File: src/rtl/mips_pkg.sv
// Shared MIPS register-bank definitions. The write side and the read-port
// selectors both import this package.
package mips_pkg;
  localparam int REG_COUNT  = 32;
  localparam int REG_ADDR_W = 5;
  typedef logic [REG_ADDR_W-1:0] reg_addr_t;
endpackage

File: src/rtl/dec5to32.sv
// 5-to-32 one-hot decoder with enable. When en is low, the output is all zeros.
module dec5to32
  import mips_pkg::*;
(
  input  logic                 en,
  input  reg_addr_t            a,
  output logic [REG_COUNT-1:0] y
);
  always_comb begin
    y = '0;
    if (en) y[a] = 1'b1;
  end
endmodule

File: src/rtl/regfile_wr32.sv
// Write side of the 32-entry GPR bank. It holds the registers and the per-register
// pending bit. r0 is tied to zero, and every output is driven straight from a flop.
module regfile_wr32
  import mips_pkg::*;
#(
  parameter int N = 32
) (
  input  logic                          clk,
  input  logic                          rst_n,
  input  logic                          we,
  input  reg_addr_t                     wa,
  input  logic [N-1:0]                  wd,
  input  logic                          claim,
  input  reg_addr_t                     ca,
  output logic [0:REG_COUNT-1][N-1:0]   q,
  output logic [REG_COUNT-1:0]          busy,
  output logic                          wr_ack
);
  logic [REG_COUNT-1:0] wr_en, cl_en;
  logic [1:0]           vld_pipe;
  logic                 unused_cl0;

  dec5to32 u_dec_wr (.en(we),    .a(wa), .y(wr_en));
  dec5to32 u_dec_cl (.en(claim), .a(ca), .y(cl_en));

  // A claim of r0 decodes normally, but nothing consumes it.
  assign unused_cl0  = cl_en[0];
  assign vld_pipe[0] = |wr_en[REG_COUNT-1:1];

  always_ff @(posedge clk or negedge rst_n) begin
    if (!rst_n) vld_pipe[1] <= 1'b0;
    else        vld_pipe[1] <= vld_pipe[0];
  end
  assign wr_ack = vld_pipe[1];

  for (genvar i = 0; i < REG_COUNT; i++) begin : g_reg
    if (i == 0) begin : g_zero
      assign q[i]    = '0;
      assign busy[i] = 1'b0;
    end else begin : g_rw
      logic [N-1:0] r;
      logic         b;
      always_ff @(posedge clk or negedge rst_n) begin
        if (!rst_n)        r <= '0;
        else if (wr_en[i]) r <= wd;
      end
      // A claim beats a same-cycle write: that claim is a newer, still-outstanding producer.
      always_ff @(posedge clk or negedge rst_n) begin
        if (!rst_n)        b <= 1'b0;
        else if (cl_en[i]) b <= 1'b1;
        else if (wr_en[i]) b <= 1'b0;
      end
      assign q[i]    = r;
      assign busy[i] = b;
    end
  end
endmodule

File: config.mk
export PLATFORM = sky130hd
export DESIGN_NAME = regfile_wr32
export DESIGN_NICKNAME = d
export VERILOG_FILES = /design/src/rtl/mips_pkg.sv /design/src/rtl/dec5to32.sv /design/src/rtl/regfile_wr32.sv
export SDC_FILE = /design/constraint.sdc
export NUM_CORES = 1
export LEC_CHECK = 0
export CAP_MARGIN = 20
export CELL_PAD_IN_SITES_DETAIL_PLACEMENT = 1
export CELL_PAD_IN_SITES_GLOBAL_PLACEMENT = 1
export CORE_AREA = 2 2 429 431
export DETAILED_ROUTE_END_ITERATION = 10
export DIE_AREA = 0 0 431 433
export GPL_TIMING_DRIVEN = 0
export PLACE_DENSITY = 0.61
export SKIP_CTS_REPAIR_TIMING = 1
export SYNTH_ARGS = -nofsm -noshare
export SYNTH_HDL_FRONTEND = slang
export SYNTH_HIERARCHICAL = 1
export SYNTH_SLANG_ARGS = --single-unit
export TNS_END_PERCENT = 100
File: constraint.sdc
create_clock -name clk -period 0.9 [get_ports clk]
set_clock_uncertainty 0.1 [all_clocks]
set_input_delay 0.18 -clock clk [delete_from_list [all_inputs] [get_ports clk]]
set_output_delay 0.18 -clock clk [all_outputs]
set_load 0.05 [all_outputs]
# Yosys cells after proc, flatten, opt, wreduce, memory -nomap -nowiden
# Cells that the tools add are included.
# classes
shift,0
n_lt_le_gt_ge,4
addsub,0
eq_ne,0
mux,68
mul,0
div_mod_pow,0
bitwise_logic,0
n_reduce_logical,34
# op_table
op,n
two-way mux 1 bit,64
two-way mux 32 bit,2
nonzero test 2 bit,31
OR reduction 31 bit,1
< comparator 5 x 6 -> 1 bit (second input constant),2
demux 1 bit (select 5 bit),2
>= comparator 5 x 1 -> 1 bit (second input constant),2
logical AND 1 bit,2
# word_totals
latchBits,0
elab_cells,169
mem_bits_ro,0
ram_bits,0
in_bits,46
output_inout_bits,1057
n_memories,0
ff_bits,1024

# Logic depth before layout (Yosys ltp)
# depth
ltp_word,7
depth_mapped,7

# Hierarchy
# The synthesis kept the hierarchy.
# modules_own_cells
module,area_each_um2,n_inst,cells_each
regfile_wr32,38655.8,1,2373
dec5to32,230.2,2,47

# Worst setup path after synthesis
# OpenSTA, ideal clock, no wires.
# synth_path
path_kind,input to register
startpoint,input port wa[3]
endpoint,register g_reg[1].g_rw.r[10]
required_time_ns,0.675
cell_stages,5
arrival_ns,1.654
slack_ns,-0.979
path_buffers,2
path_cell_list,or4b_1 -> nor2_1 -> clkbuf_1 -> buf_2 -> mux2_2
# synth_via
elab_chain_cells,5
word_cells_on_any_way,6
# synth_lines
item,line_no,text
from (decl),regfile_wr32.sv:11,"input reg_addr_t wa,"
< comparator 5 x 6 -> 1 bit (implied by the code) / >= comparator 5 x 1 -> 1 bit (equally long branches),dec5to32.sv:11,if (en) y[a] = 1'b1;
logical AND 1 bit (implied by the code),dec5to32.sv:11,
two-way mux 1 bit (implied by the code),dec5to32.sv:11,
demux 1 bit (select 5 bit) (*),-,
two-way mux 32 bit (*),dec5to32.sv:11,
via wr_en[1],regfile_wr32.sv:19,"logic [REG_COUNT-1:0] wr_en, cl_en;"
to (signal assigned),regfile_wr32.sv:45,else if (wr_en[i]) r <= wd;
to (decl),regfile_wr32.sv:41,logic [N-1:0] r;
# The timed path passes the listed nets; every way through them passes the cells marked *.
# A chain may end at the register's enable or synchronous reset.

# Worst setup path after layout
# layout_path
startpoint,register g_reg[31].g_rw.r[9]
endpoint,output port q[9] (netlist bit)
# layout_rtl
item,line_no,text
from (decl),regfile_wr32.sv:41,
from (signal assigned),regfile_wr32.sv:45,
to (decl),regfile_wr32.sv:15,"output logic [0:REG_COUNT-1][N-1:0] q,"
# No word-level cell between the ends.

==> impl_metrics.yaml <==
pwr:
  total_power_mw: 176
  power.share.combinational_pct: 37.1
  switching_share_pct: 41.4
  p_int_mw: 103
  power_density_mw_per_mm2: 3070
  power.share.clock_pct: 28.4
  leakagePower_nw: 28.2
  irDropWorstVdd_mv: 1.65
  switchingPower_mw: 72.9
  p_seq_share_pct: 34.5
detailed_routing:
  drtIter0Drc: 1430
  wl_per_cell_um: 29.3
  ant_nets: 0
  drt_first_pass_iters: 4
  via_count: 26200
  vias_per_cell: 4.23
  wirelength_um: 181000
  drc: 0
cts:
  cts_sinks: 1024
  clk_path_buf_depth: 3
  htreeDepth: 3
  clk_latency_ns: 0.76
  cts_tree: "done"
  clk_pin_slew_ns: 0.06
  cts_root_buf: "clkbuf_16"
  cts_made_buffers: 117
timing:
  fmax_mhz: 572
  timing.final.ws_setup_ns: -0.847
  slew_headroom_pct: 24.0
  hold_ws_ns: -0.818
  setup-tns-final_ns: -1471.37
  rsz0062_at_grt: "true"
  worstMarginPinSlew_ns: 1.14
  final_max_slew_viol_count: 0
  period_needed_ns: 1.75
  hold_violations: 503
  post-route-period-util_pct: 194
  setup_viol: 2359
outcome:
  violations: "hold timing, setup timing"
  status: "finished with violations"
grt:
  overflow: 0
  antenna_found_initial: 10
  first_global_vias: 28000
  grt_use_total_pct: 18.6
  grt_max_degree: 158
  grt_pass1_wl_um: 242000
floorplan:
  die_area_mm2: 0.187
  rows: 157
  start_util_pct: 21.5
  die_x_um: 431
  ios: 1103
  core_mm2: 0.182
  die_y_um: 433
worst_setup_path:
  cp.arrival_ns: 1.47
  cpMaxStageDelayCell: "dfrtp_1"
  critPathKind: "reg -> out"
  path_cells: "clkbuf_2"
  crit_required_ns: 0.62
  critPathCaptureType: "output pin"
  r2r_setup_slack_ns: -0.15
  cp.depth: 1
  r2r_cells: 2
  startpoint: "g_reg[31].g_rw.r[9]"
  critical-path-max-stage-delay_ns: 0.39
  endpoint: "q[9]"
  critical_path.top_delay_family: "flip-flops"
  reg2reg_to: "g_reg[4].g_rw.r[31]"
  path_max_fanout: 2
  crit_buf_inv: 1
  r2r-start: "g_reg[4].g_rw.r[31]"
  cp-start-kind: "flop"
finish:
  area_growth_pct: 46.7
  utilization_pct: 31.5
  drive_gt1_share_pct: 65.0
  fillCellCount: 19400
  nets: 3761
placed_design:
  port_buffers: 1069
  dp_slack_ns: -2.21
  place.gp.congestion: 0.816
  dp_hpwl_um: 131000
yosys:
  syn_inst: 2465
  yosysWarnings: 6
  syn_area_mm2: 0.0391
  syn-mean-instance-area_um2: 15.9
min_path:
  hp-class: "in -> async"
job:
  max_cap_viol_count: 0
worst min path at each step:
stage / from / endpoint / cells past startpoint
CTS: rst_n / g_reg[14].g_rw.r[17] / 1
global route: rst_n / g_reg[26].g_rw.r[8] / 1
floorplan: rst_n / g_reg[10].g_rw.b / 0
detailed placement: rst_n / g_reg[14].g_rw.r[17] / 1
global placement: g_reg[21].g_rw.b / g_reg[21].g_rw.b / 1
finish: rst_n / g_reg[20].g_rw.r[5] / 1
cell type report:
type	instances	area [um^2]	share of cell area [%]
clock buffer	169	3430	5.98
clock inverter	49	566	0.985
buffer	290	2720	4.73
tap	2385	2980	5.20
antenna	5	12.5	0.0218
timing repair buffer	1099	6800	11.8
inverter	31	116	0.203
multi-input combinational	1152	15100	26.4
sequential	1024	25600	44.7
placed cells by master (no fill, tap or decap), types with 6 or more instances in the layout:
| cell type | n |
|---|---|
| a21o_1 | 31 |
| buf_12 | 21 |
| buf_16 | 7 |
| buf_2 | 21 |
| buf_4 | 67 |
| buf_6 | 83 |
| buf_8 | 90 |
| bufinv_16 | 9 |
| clkbuf_1 | 119 |
| clkbuf_16 | 125 |
| clkbuf_2 | 919 |
| clkbuf_4 | 6 |
| clkbuf_8 | 57 |
| clkdlybuf4s50_1 | 40 |
| clkinv_2 | 25 |
| conb_1 | 33 |
| dfrtp_1 | 1021 |
| inv_1 | 11 |
| inv_2 | 20 |
| mux2_2 | 196 |
| mux2_4 | 796 |
| nand4b_1 | 6 |
| nor2_1 | 51 |
| nor2_2 | 9 |
routing by layer:
layer	vias to the layer above	track usage [%]	share of wire, %
li1	10900	-	-
met5	-	0	0.0077
met3	327	4.34	5.3
met2	839	31.0	49
met4	2	9.04	5.0
met1	14200	22.7	41
through the flow:
stage,instance area (um^2),std cells
after floorplan,43500,2497
after global placement,57200,5951
after detailed placement,57400,5961
after CTS,61400,6179
after global routing,57400,6200
final,57400,6204
sequential cells by signal, indices dropped and copies added (netlist names):
signal	cells
g.g_rw.b	31
g.g_rw.r	992
wr_ack	1
power groups by stage:
stage	clock network (mW)	registers, mW	logic, mW
floorplan	0	91.3	14.8
global placement	0	61.2	71.3
detailed placement	0	61.1	72.6
CTS	51.6	60.5	72.8
global route	53.4	61.8	67.0
finish	50.1	60.7	65.3
No activity file was read; power rests on OpenSTA's default activity.
